$ cat config.mk
export PLATFORM = sky130hd
export DESIGN_NAME = pq_cmd_sequencer
export DESIGN_NICKNAME = d
export VERILOG_FILES = /design/src/rtl/pq_cmd_sequencer.sv
export SDC_FILE = /design/constraint.sdc
export NUM_CORES = 1
export LEC_CHECK = 0
export CAP_MARGIN = 20
export CORE_MARGIN = 4
export CORE_UTILIZATION = 55
export CTS_CLUSTER_SIZE = 24
export DETAILED_ROUTE_END_ITERATION = 10
export PLACE_DENSITY_LB_ADDON = 0.12
export SLEW_MARGIN = 30
export SYNTH_ARGS = -nofsm -noshare
export SYNTH_HDL_FRONTEND = slang
export SYNTH_SLANG_ARGS = --single-unit
$ cat constraint.sdc
create_clock -name clk_i -period 4.85 [get_ports clk_i]
set_input_delay 0.485 -clock clk_i [delete_from_list [all_inputs] [get_ports clk_i]]
set_output_delay 0.485 -clock clk_i [all_outputs]
set_load 0.02 [all_outputs]
$ cat src/rtl/pq_cmd_sequencer.sv
// Command front-end for the pipelined-heap priority queue: buffers client commands, issues them
// one at a time to the heap and returns one response each. Define PQ_CMD_SEQ_STATS_EN for counters.
module pq_cmd_sequencer #(
  parameter int unsigned         CmdDepth = 4,
  parameter int unsigned         IssueGap = 2,
  parameter int unsigned         KvWidth  = 16,
  parameter logic [KvWidth-1:0]  KvEmpty  = '1
) (
  input  logic                        clk_i,
  input  logic                        rst_ni,
  input  logic                        req_valid_i,
  output logic                        req_ready_o,
  input  logic [1:0]                  req_op_i,
  input  logic [KvWidth-1:0]          req_kv_i,
  output logic                        resp_valid_o,
  input  logic                        resp_ready_i,
  output logic [KvWidth-1:0]          resp_kv_o,
  output logic                        resp_err_o,
  output logic                        pq_enq_o,
  output logic                        pq_deq_o,
  output logic [KvWidth-1:0]          pq_kvi_o,
  input  logic [KvWidth-1:0]          pq_kvo_i,
  input  logic                        pq_full_i,
  input  logic                        pq_empty_i,
  input  logic                        pq_busy_i,
  output logic [$clog2(CmdDepth):0]   cmd_count_o
`ifdef PQ_CMD_SEQ_STATS_EN
  ,
  output logic [15:0]                 stat_issued_o,
  output logic [15:0]                 stat_rejected_o,
  output logic [15:0]                 stat_maxocc_o
`endif
);

  localparam int unsigned PtrW    = $clog2(CmdDepth);
  localparam int unsigned CntW    = PtrW + 1;
  localparam int unsigned GapW    = (IssueGap > 1) ? $clog2(IssueGap) : 1;
  localparam int unsigned GapLast = (IssueGap > 0) ? IssueGap - 1 : 0;

  localparam logic [1:0] OpNop  = 2'b00;
  localparam logic [1:0] OpEnq  = 2'b01;
  localparam logic [1:0] OpDeq  = 2'b10;
  localparam logic [1:0] OpRepl = 2'b11;

  typedef enum logic [2:0] {StIdle, StIssue, StGap, StWait, StResp} state_e;

  state_e              state_q, state_d;
  logic [1:0]          op_mem [CmdDepth];
  logic [KvWidth-1:0]  kv_mem [CmdDepth];
  logic [PtrW-1:0]     wr_ptr_q, rd_ptr_q;
  logic [CntW-1:0]     count_q;
  logic                fifo_full, fifo_empty, push, pop;
  logic [1:0]          head_op;
  logic [KvWidth-1:0]  head_kv;
  logic [GapW-1:0]     gap_cnt_q, gap_cnt_d;
  logic                pq_enq_q, pq_enq_d, pq_deq_q, pq_deq_d;
  logic [KvWidth-1:0]  pq_kvi_q, pq_kvi_d;
  logic [KvWidth-1:0]  resp_kv_q, resp_kv_d;
  logic                resp_err_q, resp_err_d;

  assign fifo_full   = (count_q == CntW'(CmdDepth));
  assign fifo_empty  = (count_q == '0);
  assign req_ready_o = rst_ni & ~fifo_full;
  assign push        = req_valid_i & req_ready_o;
  assign head_op     = op_mem[rd_ptr_q];
  assign head_kv     = kv_mem[rd_ptr_q];

  always_ff @(posedge clk_i) begin
    if (push) begin
      op_mem[wr_ptr_q] <= req_op_i;
      kv_mem[wr_ptr_q] <= req_kv_i;
    end
  end

  always_ff @(posedge clk_i) begin
    if (!rst_ni) begin
      wr_ptr_q <= '0;
      rd_ptr_q <= '0;
      count_q  <= '0;
    end else begin
      if (push) wr_ptr_q <= wr_ptr_q + 1'b1;
      if (pop)  rd_ptr_q <= rd_ptr_q + 1'b1;
      case ({push, pop})
        2'b10:   count_q <= count_q + 1'b1;
        2'b01:   count_q <= count_q - 1'b1;
        default: count_q <= count_q;
      endcase
    end
  end

  always_comb begin
    state_d    = state_q;
    gap_cnt_d  = gap_cnt_q;
    pq_enq_d   = 1'b0;
    pq_deq_d   = 1'b0;
    pq_kvi_d   = pq_kvi_q;
    resp_kv_d  = resp_kv_q;
    resp_err_d = resp_err_q;
    pop        = 1'b0;
    unique case (state_q)
      StIdle: begin
        // Heap status is only trusted here, where the heap is known to be idle.
        if (!fifo_empty && !pq_busy_i) begin
          pop        = 1'b1;
          resp_err_d = 1'b0;
          resp_kv_d  = KvEmpty;
          unique case (head_op)
            OpNop: state_d = StResp;
            OpEnq: begin
              if (pq_full_i) begin
                resp_err_d = 1'b1;
                state_d    = StResp;
              end else begin
                pq_enq_d = 1'b1;
                pq_kvi_d = head_kv;
                state_d  = StIssue;
              end
            end
            OpDeq: begin
              if (pq_empty_i) begin
                resp_err_d = 1'b1;
                state_d    = StResp;
              end else begin
                pq_deq_d  = 1'b1;
                pq_kvi_d  = KvEmpty;
                resp_kv_d = pq_kvo_i;
                state_d   = StIssue;
              end
            end
            OpRepl: begin
              if (pq_empty_i) begin
                resp_err_d = 1'b1;
                state_d    = StResp;
              end else begin
                pq_enq_d  = 1'b1;
                pq_deq_d  = 1'b1;
                pq_kvi_d  = head_kv;
                resp_kv_d = pq_kvo_i;
                state_d   = StIssue;
              end
            end
            default: state_d = StResp;
          endcase
        end
      end
      StIssue: begin
        gap_cnt_d = '0;
        state_d   = (IssueGap == 0) ? StWait : StGap;
      end
      StGap: begin
        // The heap's busy flag lags the strobe, so it is ignored for these cycles.
        if (gap_cnt_q == GapW'(GapLast)) state_d = StWait;
        else gap_cnt_d = gap_cnt_q + 1'b1;
      end
      StWait: begin
        if (!pq_busy_i) state_d = StResp;
      end
      StResp: begin
        if (resp_ready_i) state_d = StIdle;
      end
      default: state_d = StIdle;
    endcase
  end

  always_ff @(posedge clk_i) begin
    if (!rst_ni) begin
      state_q    <= StIdle;
      gap_cnt_q  <= '0;
      pq_enq_q   <= 1'b0;
      pq_deq_q   <= 1'b0;
      pq_kvi_q   <= KvEmpty;
      resp_kv_q  <= KvEmpty;
      resp_err_q <= 1'b0;
    end else begin
      state_q    <= state_d;
      gap_cnt_q  <= gap_cnt_d;
      pq_enq_q   <= pq_enq_d;
      pq_deq_q   <= pq_deq_d;
      pq_kvi_q   <= pq_kvi_d;
      resp_kv_q  <= resp_kv_d;
      resp_err_q <= resp_err_d;
    end
  end

  assign resp_valid_o = (state_q == StResp);
  assign resp_kv_o    = resp_kv_q;
  assign resp_err_o   = resp_err_q;
  assign pq_enq_o     = pq_enq_q;
  assign pq_deq_o     = pq_deq_q;
  assign pq_kvi_o     = pq_kvi_q;
  assign cmd_count_o  = count_q;

`ifdef PQ_CMD_SEQ_STATS_EN
  logic [15:0] stat_issued_q, stat_rejected_q, stat_maxocc_q;
  logic        reject_now;

  assign reject_now = (state_q == StIdle) && (state_d == StResp) && resp_err_d;

  always_ff @(posedge clk_i) begin
    if (!rst_ni) begin
      stat_issued_q   <= '0;
      stat_rejected_q <= '0;
      stat_maxocc_q   <= '0;
    end else begin
      if ((pq_enq_d || pq_deq_d) && (stat_issued_q != 16'hFFFF)) begin
        stat_issued_q <= stat_issued_q + 16'd1;
      end
      if (reject_now && (stat_rejected_q != 16'hFFFF)) begin
        stat_rejected_q <= stat_rejected_q + 16'd1;
      end
      if (16'(count_q) > stat_maxocc_q) stat_maxocc_q <= 16'(count_q);
    end
  end

  assign stat_issued_o   = stat_issued_q;
  assign stat_rejected_o = stat_rejected_q;
  assign stat_maxocc_o   = stat_maxocc_q;
`endif

endmodule

=== After elaboration in Yosys (flattened, before gate mapping) ===
Memory sizes are Yosys's and may differ from the RTL's. A register that Yosys moved wholly into a read port is not among the register bits.
Cells that the tools add are included.

* Logic and storage cells: 83
* Memories kept: 2
* Bits in writable memories: 72
* Register bits after elaboration: 46

{| class="wikitable"
|+ Memory list
! name !! words !! bits a word !! rd ports !! clocked after memory_dff !! write ports !! RTL line !! RTL
|-
| kv_mem || 4 || 16 || 1 || 1 || 1 || 49 || <nowiki>logic [KvWidth-1:0] kv_mem [CmdDepth];</nowiki>
|-
| op_mem || 4 || 2 || 1 || 1 || 1 || 48 || <nowiki>logic [1:0] op_mem [CmdDepth];</nowiki>
|}

* Muxes and demuxes: 31
* Eq/ne operators: 17
* Reductions and logical operators: 15
* Add/subtract/negate cells: 5
* Bitwise operators: 3

{| class="wikitable"
|+ Operators by type and width
! kind !! number
|-
| $mux W16 || 5
|-
| $pmux W16 S3 || 1
|-
| $mux W3 || 6
|-
| $pmux W3 S5 || 1
|-
| $ne A2 B2 Y1 const B || 6
|-
| $mux W1 || 9
|-
| $pmux W3 S3 || 1
|-
| $mux W2 || 4
|-
| $reduce_and A4 Y1 || 2
|-
| $eq A2 B2 Y1 const B || 3
|-
| $eq A3 B2 Y1 const B || 2
|-
| $eq A3 B3 Y1 const B || 2
|-
| $logic_not A3 Y1 || 2
|-
| $pmux W1 S2 || 3
|-
| $pmux W3 S2 || 1
|-
| $reduce_and A6 Y1 || 1
|-
| $add A2 B1 Y2 const B || 2
|-
| $eq A2 B1 Y1 const B || 2
|-
| $reduce_bool A2 Y1 || 2
|-
| $add A3 B1 Y3 const B || 1
|-
| $eq A3 B1 Y1 const B || 1
|-
| $reduce_and A3 Y1 || 1
|-
| $reduce_bool A3 Y1 || 1
|-
| $sub A3 B1 Y3 const B || 1
|-
| other kinds (9) || 11
|}

=== Logic depth before layout (Yosys ltp) ===
Gate-level depths: netlist of run 1.

* Depth in word-level cells: 7
* Depth in mapped cells: 11
* Gate-level depth less buffers: 9

=== Least setup slack after synthesis of run 1 ===
No wires, ideal clock.

* Path kind: reg2reg
* Start: register count_q[0] (netlist: cmd_count_o[0])
* End: register count_q[2] (netlist: cmd_count_o[2])
* Setup slack: 2.120 ns
* Arrival: 2.660 ns
* Clock period less this slack: 2.730 ns
* Setup time: 0.071 ns
* Path buffers: 2
* Cell stages (with the launch flop): 12
* Cells stage by stage: dfxtp_1 nor3_1 or4_1 buf_2 clkinv_2 buf_2 ha_1 inv_1 fa_1 xor2_1 or3_1 a21oi_1

* Word-level cells in the longest chain between the ends: 7

{| class="wikitable"
|+ RTL lines
! element !! RTL line !! RTL
|-
| start: declaration || 51 || <nowiki>logic [CntW-1:0] count_q;</nowiki>
|-
| start signal: assignment || 84 || <nowiki>2'b10: count_q <= count_q + 1'b1;</nowiki>
|-
| start signal: assignment || 85 || <nowiki>2'b01: count_q <= count_q - 1'b1;</nowiki>
|-
| start signal: assignment || 86 || <nowiki>default: count_q <= count_q;</nowiki>
|-
| $logic_not A3 Y1 * || 62 || <nowiki>assign fifo_empty = (count_q == '0);</nowiki>
|-
| $logic_not A1 Y1 * || 103 || <nowiki>if (!fifo_empty && !pq_busy_i) begin</nowiki>
|-
| $logic_and A1 B1 Y1 * || 103 ||
|-
| $mux W1 * || 103 ||
|-
| $mux W1 * || 100 || <nowiki>unique case (state_q)</nowiki>
|-
| net pop || 52 || <nowiki>logic fifo_full, fifo_empty, push, pop;</nowiki>
|-
| $eq A2 B1 Y1 or $eq A2 B2 Y1 (tied branches) || 83 || <nowiki>case ({push, pop})</nowiki>
|-
| $pmux W3 S2 or $reduce_bool A2 Y1 (tied branches) || - ||
|}

Mark *: on every way through the listed nets, which the timed path passes. The rest lies on a longest branch.
A chain may end at the register's enable or synchronous reset.

=== Worst setup path in the final report of run 1 ===
* Start: register state_q[1]
* End: register count_q[2] (netlist: cmd_count_o[2])

* Word-level cells in the longest chain between the ends: 4

{| class="wikitable"
|+ RTL lines
! element !! RTL line !! RTL
|-
| start: declaration || 47 || <nowiki>state_e state_q, state_d;</nowiki>
|-
| start signal: assignment || 167 || <nowiki>state_q <= StIdle;</nowiki>
|-
| start signal: assignment || 175 || <nowiki>state_q <= state_d;</nowiki>
|-
| $logic_not A3 Y1 * || 100 ||
|-
| $mux W1 * || 100 ||
|-
| $eq A2 B1 Y1 or $eq A2 B2 Y1 (tied branches) || 83 ||
|-
| $pmux W3 S2 or $reduce_bool A2 Y1 (tied branches) || - ||
|}

Every way passes the cells marked *; elsewhere a longest branch is shown, timed or not.

==> out/metrics.csv, run 1 <==
metric,value,unit
status,finished clean,
Rel. slew slack,0.378,
H-tree depth,4,
Core ar.,0.00822,mm²
Synth cell types,40,
CTS tree,yes,
cell chain of the critical path,or2_1 > or4_1 > clkinv_2 > ha_1 > inv_1 > fa_1 > xor2_1 > or3_1 > a21oi_1,
Worst EP arrival,3.55,ns
total power,3.39,mW
vias in the first global route,2897,
Crit path largest cell delay,0.74,ns
endpoints failing hold,0,
Synth Warn #,0,
WL met3,576,µm
Vias,2848,
row cnt,33,
DR top layer,met4,
CTS resizes,0,
Antenna Violating Nets Remaining,0,
Max Fanout on Critical Path,22,
port bufs,80,
Ports,81,
worst endpoint required time,5.27,ns
Worst-Margin Slew,0.933,ns
Synth Register Bits,120,
Syn Inst Count,333,
Synth Cell Area,0.00467,mm²
final setup TNS,0,ns
drc violations,0,
PwrDens,553,mW/mm²
Post-Syn Nets,380,
Iter 0 DRT Violations,176,
Routed WL,8.82,mm
number of flops mapped to enable cells by yosys,72,
met1 WL,3.70,mm
largest net degree at the start of global routing,47,
Worst-Skew Late Latency,0.50,ns
# diodes,0,
DP Wirelength,5.42,mm
initial antenna violation count,0,
First-pass DRT Iterations,4,
layout cells sized above 1,0.118,
via/cell ratio,5.31,
fin util,0.745,
Avg Inst Size Synth,14.0,µm²
"Reg clk slew, reported paths",0.06,ns
Starting Density,0.568,
gr ovfl total,0,
Routed WL per cell,16.4,µm
VDD IR-drop max,0.000326,V
clk buf depth,2,
Tmin final,3.13,ns
max_cap viols,0,
sequential-to-total area share from yosys stat,0.669,
die area,0.0100,mm²
clock skew,0.00904,ns
Async SR Flop Fraction,0,
gpl congestion,0.728,
CP Class,reg -> reg,
Area growth syn-to-layout,31.2,%
ys flop type,edfxtp_1,
Critical Path Source Type,register,
die width,100,µm
Clock Sinks,120,
leakage,2.29,nW
crit end category,register,
first-pass GRT wire length,14.3,mm
Die Y,100,µm
Hold Crit Class,reg -> reg,
RSZ-0062 raised after global routing,no,
met2 wire len,4.48,mm
final-stage net count,465,
cts bufs inserted,17,
fin. max-slew vios,0,
gr usage total,0.187,
Highest Clock Rate,320,MHz
setup violators final,0,
crit share post-route,0.645,
slowest cell on the critical path,or4_1,
post-CTS setup buffer count,0,
Root Buffer,clkbuf_8,
cts hold-fix bufs,0,
state kept, by name, summed over array words and instances, names as in the netlist, named ones only:
name / flops
cmd_count_o: 3
gap_cnt_q: 1
kv_mem: 64
op_mem: 8
pq_deq_o: 1
pq_enq_o: 1
pq_kvi_o: 16
rd_ptr_q: 2
resp_err_o: 1
resp_kv_o: 16
state_q: 3
wr_ptr_q: 2
cells in the final DEF, fill, tap and decap left out, types with 2 or more instances in the layout:
cell type	n
mux2_2	2
nand2_1	37
xnor2_1	2
nor2_1	27
clkbuf_16	16
buf_4	2
and2_1	3
and2_2	2
nand3_1	17
ha_1	5
a21oi_1	8
xor2_1	2
inv_1	11
edfxtp_1	72
clkinv_2	4
nor2b_1	3
bufinv_16	4
mux2i_1	16
dfxtp_1	48
clkinv_4	2
mux4_1	6
clkinvlp_4	3
nor3_1	19
o21ai_0	6
or3_1	2
o31ai_1	2
mux4_2	12
clkdlybuf4s50_1	80
clkbuf_1	2
worst max-delay path: cells and delay by family, from the launching register on:
family                   cells  cell delay (ns)
AND/OR/NAND/NOR              3             1.31
adder cells (fa/ha/maj)      2             0.64
buffers and inverters        2             0.44
flip-flops                   1             0.35
XOR/XNOR                     1             0.17
AO/OA/AOI/OAI                1             0.14
worst paths after layout:
path	from	slack, ns	end	cells past startpoint
worst min register to register	resp_kv_o[15]$_SDFFE_PN1P_	0.47	resp_kv_o[15]$_SDFFE_PN1P_	2
worst max-delay path	state_q[1]$_SDFFE_PN0P_	1.72	cmd_count_o[2]$_SDFFE_PN0P_	9
worst min-delay path	resp_kv_o[15]$_SDFFE_PN1P_	0.47	resp_kv_o[15]$_SDFFE_PN1P_	2
worst max register to register	state_q[1]$_SDFFE_PN0P_	1.72	cmd_count_o[2]$_SDFFE_PN0P_	9
cell families after synthesis:
logic type      after synthesis  share of synthesized area
compound gates               22                     0.0287
xor+xnor                      4                    0.00751
fa+ha+maj                     6                     0.0177
buf+inv                      29                     0.0306
flops                       120                      0.669
mux                          36                      0.131
simple gates                116                      0.115
layout make-up:
| type | instances | area, µm² |
|---|---|---|
| Tap cell | 105 | 131 |
| Timing Repair Buffer | 82 | 816 |
| Clock buffer | 19 | 422 |
| Multi-Input combinational cell | 184 | 1400 |
| Clock inverter | 13 | 179 |
| Inverter | 13 | 50.0 |
| Sequential cell | 120 | 3120 |
| Fill cell | 536 | 2090 |
Yosys cell counts (all sizes together) (3+ instances only):
cell type  number  area, µm²
mux4           18        428
and2            5       31.3
o21ai           6       30.0
nand2          37        139
mux2i          16        160
nor3           19       95.1
ha              5       62.6
a21oi           9       48.8
clkbuf          6       22.5
inv            12       45.0
buf            10       70.1
nor2b           3       18.8
dfxtp          48        961
edfxtp         72       2160
nand3          18        103
nor2           27        101
per-stage QoR:
step / std cells / worst slack [ns] / hold WS (ns) / area (µm²)
after CTS: 536 / 1.72 / 0.468 / 6120
after floorplan: 333 / 2.12 / 0.460 / 4670
after global routing: 536 / 1.48 / 0.484 / 6120
after detailed placement: 504 / 1.24 / 0.456 / 5520
after global placement: 504 / 1.32 / 0.449 / 5520
final: 536 / 1.72 / 0.466 / 6120
power by group:
| group | switching, mW | internal (mW) |
|---|---|---|
| clock | 0.422 | 0.830 |
| sequential | 0.0746 | 1.21 |
| combinational | 0.450 | 0.400 |
| total | 0.947 | 2.44 |
layer usage:
layer / vias to the layer above / track usage
met5: - / 0
met4: 0 / 0.0674
met3: 6 / 0.0542
met2: 90 / 0.311
met1: 1357 / 0.236
li1: 1395 / -
(Power assumes the default switching activity.)
==> run 2: changes to the inputs <==
--- a/config.mk
+++ b/config.mk
@@ -7,7 +7,7 @@
 export LEC_CHECK = 0
 export CAP_MARGIN = 20
 export CORE_MARGIN = 4
-export CORE_UTILIZATION = 55
+export CORE_UTILIZATION = 47
 export CTS_CLUSTER_SIZE = 24
 export DETAILED_ROUTE_END_ITERATION = 10
 export PLACE_DENSITY_LB_ADDON = 0.12
==> constraint.sdc (replaced) <==
create_clock -name clk_i -period 2.87 [get_ports clk_i]
set_input_delay 0.287 -clock clk_i [delete_from_list [all_inputs] [get_ports clk_i]]
set_output_delay 0.287 -clock clk_i [all_outputs]
set_load 0.02 [all_outputs]
==> run 2 against run 1 <==
Compared with the run above:
- sequential share of layout area decreased by 1.0 points
- clock power grew 62%
- wire length rose by 0.99%
- cell count rose by 7.3%
- critical endpoint unchanged
- critical path depth is the same
- worst setup slack got worse by 1.3 ns
- highest routed layer unchanged
- total power increased by 67%
- combinational power grew 75%
==> out/metrics.csv, run 2 (synthesized netlist as in run 1, its figures left out) <==
metric,value,unit,change
"most common cell after layout, fill and taps aside",clkdlybuf4s50_1,,unchanged
leakage,2.35,nW,was 2.29 nW
DP Wirelength,5.85,mm,was 5.42 mm
status,finished clean,,unchanged
Worst-Skew Late Latency,0.50,ns,about the same
Top Usage Layer GRT,met2,,unchanged
cts hold-fix bufs,0,,unchanged
PwrDens,907,mW/mm²,was 553 mW/mm²
row cnt,36,,was 33
Routed WL,8.90,mm,was 8.82 mm
vias in the first global route,2866,,was 2897
Iter 0 DRT Violations,92,,was 176
die area,0.0116,mm²,was 0.0100 mm²
Worst EP arrival,2.86,ns,was 3.55 ns
final-stage net count,476,,was 465
final setup TNS,0,ns,unchanged
gr usage total,0.166,,was 0.187
VDD IR-drop max,0.000466,V,was 0.000326 V
Ports,81,,unchanged
slowest cell on the critical path,or4_1,,unchanged
cell chain of the critical path,or2_1 > or4_1 > clkinv_2 > ha_1 > inv_1 > fa_1 > xor2_1 > or3_1 > a21oi_1,,unchanged
Hold Crit Class,in -> reg,,was reg -> reg
max_cap viols,0,,unchanged
Die Y,108,µm,was 100 µm
via/cell ratio,5.03,,was 5.31
largest net degree at the start of global routing,45,,was 47
crit share post-route,0.847,,was 0.645
First-pass DRT Iterations,4,,unchanged
worst endpoint required time,3.30,ns,was 5.27 ns
clock skew,0.00853,ns,was 0.00904 ns
fin util,0.642,,was 0.745
Critical Path Source Type,register,,unchanged
endpoints failing hold,0,,unchanged
crit-path leading delay family,simple AND/OR/NAND/NOR gates,,unchanged
crit end category,register,,unchanged
Routed WL per cell,15.5,µm,was 16.4 µm
port bufs,80,,unchanged
Clock Sinks,120,,unchanged
Antenna Violating Nets Remaining,0,,unchanged
Highest Clock Rate,411,MHz,was 320 MHz
met1 usage in global routing,0.211,,was 0.236
fin area,0.00625,mm²,was 0.00612 mm²
"Reg clk slew, reported paths",0.06,ns,about the same
drc violations,0,,unchanged
RSZ-0062 raised after global routing,no,,unchanged
CTS tree,yes,,unchanged
Core ar.,0.00973,mm²,was 0.00822 mm²
number of flip-flops in the largest register,64,,unchanged
cts bufs inserted,17,,unchanged
grt met3 use,0.0504,,was 0.0542
clk buf depth,2,,unchanged
die width,108,µm,was 100 µm
# diodes,0,,unchanged
met2 global-route usage,0.276,,was 0.311
initial antenna violation count,0,,unchanged
Root Buffer,clkbuf_8,,unchanged
Max Fanout on Critical Path,7,,was 22
CP Class,reg -> reg,,unchanged
Rel. slew slack,0.526,,was 0.378
CP Buf/Inv Count,2,,unchanged
placed inst area,0.00566,mm²,was 0.00552 mm²
Worst-Margin Slew,0.711,ns,was 0.933 ns
largest reg by FF count,kv_mem,,unchanged
gpl congestion,0.726,,was 0.728
total power,5.67,mW,was 3.39 mW
setup violators final,0,,unchanged
"commonest non-fill, non-tap cells in the layout","clkdlybuf4s50_1 (80), edfxtp_1 (72), dfxtp_1 (48)",,unchanged
Tmin final,2.43,ns,was 3.13 ns
CTS resizes,0,,unchanged
fillcell total,778,,was 536
first-pass GRT wire length,14.5,mm,was 14.3 mm
Starting Density,0.480,,was 0.568
H-tree depth,4,,unchanged
Hold WS,0.351,ns,was 0.466 ns
layout cells sized above 1,0.143,,was 0.118
post-CTS setup buffer count,0,,unchanged
fin. max-slew vios,0,,unchanged
Vias,2894,,was 2848
Crit path largest cell delay,0.46,ns,was 0.74 ns
Area growth syn-to-layout,33.9,%,was 31.2%
gr ovfl total,0,,unchanged
==> run 2: tightest hold or removal path, cell delays in order <==
cell and delay, ns:
clkdlybuf4s50_1 0.39, nand2_1 0.06, nand3_1 0.06
==> run 2: final timing paths <==
kind | end | slack (ns) | startpoint | cells past startpoint
worst min register to register | resp_kv_o[11]$_SDFFE_PN1P_ | 0.46 | resp_kv_o[11]$_SDFFE_PN1P_ | 2
worst max register to register | cmd_count_o[2]$_SDFFE_PN0P_ | 0.44 | state_q[1]$_SDFFE_PN0P_ | 9
worst max-delay path | cmd_count_o[2]$_SDFFE_PN0P_ | 0.44 | state_q[1]$_SDFFE_PN0P_ | 9
worst min-delay path | resp_kv_o[7]$_SDFFE_PN1P_ | 0.35 | pq_kvo_i[7] | 3
==> run 2: cell type report <==
type / count / area [µm²] / share of cell area
flip-flops and latches: 120 / 3120 / 0.500
repair buffers: 93 / 923 / 0.148
clock buffers: 17 / 414 / 0.0663
clock inverters: 15 / 170 / 0.0272
inverters: 13 / 50.0 / 0.00801
well taps: 133 / 166 / 0.0266
multi-input cells: 184 / 1400 / 0.224
==> run 2: layer usage <==
metal / part of all wire / wire length [µm]
met1: 0.44 / 3900
met3: 0.057 / 507
met5: 0 / 0
met4: 0.0043 / 38
met2: 0.50 / 4460
==> run 2: power by group <==
group          internal, mW  switching [mW]
Sequential             2.04           0.111
Combinational         0.714           0.778
Clock                  1.25           0.768
==> run 2: per-stage QoR <==
step                      std cells  setup WS [ns]
after floorplan                 333          0.140
final                           575          0.439
after detailed placement        543          0.247
after global placement          543          0.286
after global routing            575          0.331
after CTS                       575          0.438
==> run 3: changes to the inputs <==
--- a/config.mk
+++ b/config.mk
@@ -7,7 +7,7 @@
 export LEC_CHECK = 0
 export CAP_MARGIN = 20
 export CORE_MARGIN = 4
-export CORE_UTILIZATION = 47
+export CORE_UTILIZATION = 52
 export CTS_CLUSTER_SIZE = 24
 export DETAILED_ROUTE_END_ITERATION = 10
 export PLACE_DENSITY_LB_ADDON = 0.12
==> constraint.sdc (replaced) <==
create_clock -name clk_i -period 2.45 [get_ports clk_i]
set_input_delay 0.245 -clock clk_i [delete_from_list [all_inputs] [get_ports clk_i]]
set_output_delay 0.245 -clock clk_i [all_outputs]
set_load 0.02 [all_outputs]
==> run 3 against run 2 <==
Compared with the run above:
- critical path depth stayed put
- worst setup slack worse by 0.27 ns
- via count is 1.5% higher
- clock power is 18% higher
- first-iteration DRC count is 22% higher
- non-clock buffer count is 2 higher
- sequential cell count stayed put
==> out/metrics.csv, run 3 (synthesized netlist as in run 1, its figures left out) <==
metric,value,unit,change
PwrDens,1070,mW/mm²,was 907 mW/mm²
number of flip-flops in the largest register,64,,unchanged
gpl congestion,0.734,,was 0.726
vias in the first global route,3032,,was 2866
row cnt,34,,was 36
final setup TNS,0,ns,unchanged
drc violations,0,,unchanged
fin. max-slew vios,0,,unchanged
"most common cell after layout, fill and taps aside",clkdlybuf4s50_1,,unchanged
FF-to-FF Start,state_q[1]$_SDFFE_PN0P_,,unchanged
post-CTS setup buffer count,0,,unchanged
Finished Layout Cells,552,,was 575
via/cell ratio,5.32,,was 5.03
clock skew,0.00962,ns,was 0.00853 ns
largest net degree at the start of global routing,45,,unchanged
"commonest non-fill, non-tap cells in the layout","clkdlybuf4s50_1 (80), edfxtp_1 (72), dfxtp_1 (44)",,"was clkdlybuf4s50_1 (80), edfxtp_1 (72), dfxtp_1 (48)"
slowest cell on the critical path,or4_4,,was or4_1
crit end category,register,,unchanged
worst r2r dst,cmd_count_o[2]$_SDFFE_PN0P_,,unchanged
VDD IR-drop max,0.000684,V,was 0.000466 V
Worst Hold End,resp_kv_o[12]$_SDFFE_PN1P_,,was resp_kv_o[7]$_SDFFE_PN1P_
Core ar.,0.00872,mm²,was 0.00973 mm²
# diodes,0,,unchanged
status,finished clean,,unchanged
Crit path largest cell delay,0.44,ns,was 0.46 ns
Starting Density,0.535,,was 0.480
fin area,0.00626,mm²,was 0.00625 mm²
Area growth syn-to-layout,34.2,%,was 33.9%
Max Fanout on Critical Path,7,,unchanged
clk buf depth,2,,unchanged
CTS tree,yes,,unchanged
Highest Clock Rate,439,MHz,was 411 MHz
RSZ-0062 raised after global routing,no,,unchanged
setup violators final,0,,unchanged
cts bufs inserted,17,,unchanged
"Reg clk slew, reported paths",0.06,ns,about the same
leakage,2.37,nW,was 2.35 nW
final-stage net count,478,,was 476
Worst EP arrival,2.71,ns,was 2.86 ns
DP Wirelength,5.96,mm,was 5.85 mm
Vias,2937,,was 2894
Setup WS pre-CTS,0.0339,ns,was 0.247 ns
Tmin final,2.28,ns,was 2.43 ns
Setup WS post-layout,0.171,ns,was 0.439 ns
crit share post-route,0.930,,was 0.847
die width,103,µm,was 108 µm
fin util,0.718,,was 0.642
Routed WL,9.22,mm,was 8.90 mm
worst endpoint required time,2.88,ns,was 3.30 ns
layout cells sized above 1,0.167,,was 0.143
Critical Path Source Type,register,,unchanged
cell chain of the critical path,or2_4 > or4_4 > clkinv_4 > ha_4 > inv_1 > fa_2 > xor2_1 > or3_1 > a21oi_2,,was or2_1 > or4_1 > clkinv_2 > ha_1 > inv_1 > fa_1 > xor2_1 > or3_1 > a21oi_1
port bufs,80,,unchanged
Rel. slew slack,0.543,,was 0.526
hold path cells,3,,unchanged
min-delay src,pq_kvo_i[12],,was pq_kvo_i[7]
Hold WS,0.310,ns,was 0.351 ns
Inst Count DP,520,,was 543
H-tree depth,4,,unchanged
largest reg by FF count,kv_mem,,unchanged
cts hold-fix bufs,0,,unchanged
CTS resizes,0,,unchanged
Worst R2R Path Depth,9,,unchanged
Hold Crit Class,in -> reg,,unchanged
Worst-Skew Late Latency,0.51,ns,was 0.50 ns
CP Class,reg -> reg,,unchanged
placed inst area,0.00567,mm²,was 0.00566 mm²
gr usage total,0.192,,was 0.166
Routed WL per cell,16.7,µm,was 15.5 µm
initial antenna violation count,0,,unchanged
Die Y,103,µm,was 108 µm
Root Buffer,clkbuf_8,,unchanged
Iter 0 DRT Violations,112,,was 92
die area,0.0106,mm²,was 0.0116 mm²
max_cap viols,0,,unchanged
Clock Sinks,120,,unchanged
total power,6.72,mW,was 5.67 mW
Worst-Margin Slew,0.685,ns,was 0.711 ns
endpoints failing hold,0,,unchanged
first-pass GRT wire length,14.8,mm,was 14.5 mm
Antenna Violating Nets Remaining,0,,unchanged
gr ovfl total,0,,unchanged
First-pass DRT Iterations,4,,unchanged
Ports,81,,unchanged
flop-to-flop setup slack,0.17,ns,was 0.44 ns
==> run 3: worst max path at each step <==
stage                                  from                           to  cells past startpoint
CTS                 state_q[1]$_SDFFE_PN0P_  cmd_count_o[2]$_SDFFE_PN0P_                      9
floorplan           state_q[1]$_SDFFE_PN0P_  cmd_count_o[2]$_SDFFE_PN0P_                     11
global placement    state_q[1]$_SDFFE_PN0P_  cmd_count_o[2]$_SDFFE_PN0P_                      9
finish              state_q[1]$_SDFFE_PN0P_  cmd_count_o[2]$_SDFFE_PN0P_                      9
detailed placement  state_q[1]$_SDFFE_PN0P_  cmd_count_o[2]$_SDFFE_PN0P_                      9
global route        state_q[1]$_SDFFE_PN0P_  cmd_count_o[2]$_SDFFE_PN0P_                      9
==> run 3: report_power, final <==
part / internal [mW] / switching [mW]
Clock: 1.47 / 0.926
Combinational: 0.861 / 0.917
Sequential: 2.40 / 0.146
Total: 4.73 / 1.99
==> run 3: metal layers <==
metal  GRT usage  up-vias  share of wire
li1            -     1427              -
met1       0.236     1428           0.42
met2       0.317       80           0.52
met3      0.0724        2          0.058
met4      0.0575        0         0.0039
met5           0        -              0
==> run 3: final cells by class <==
type	instances	area (µm²)
multi-input combinational	184	1430
clock inverter	15	164
tap	108	135
sequential	120	3130
fill	605	2460
timing repair buffer	95	938
inverter	13	53.8
clock buffer	17	414
==> run 3: worst max-delay path: cells and delay by family (launching register included) <==
kind,cells,cell delay [ns]
compound gates,1,0.12
xor+xnor,1,0.15
fa+ha+maj,2,0.45
buf+inv,2,0.11
flops,1,0.36
simple gates,3,1.02
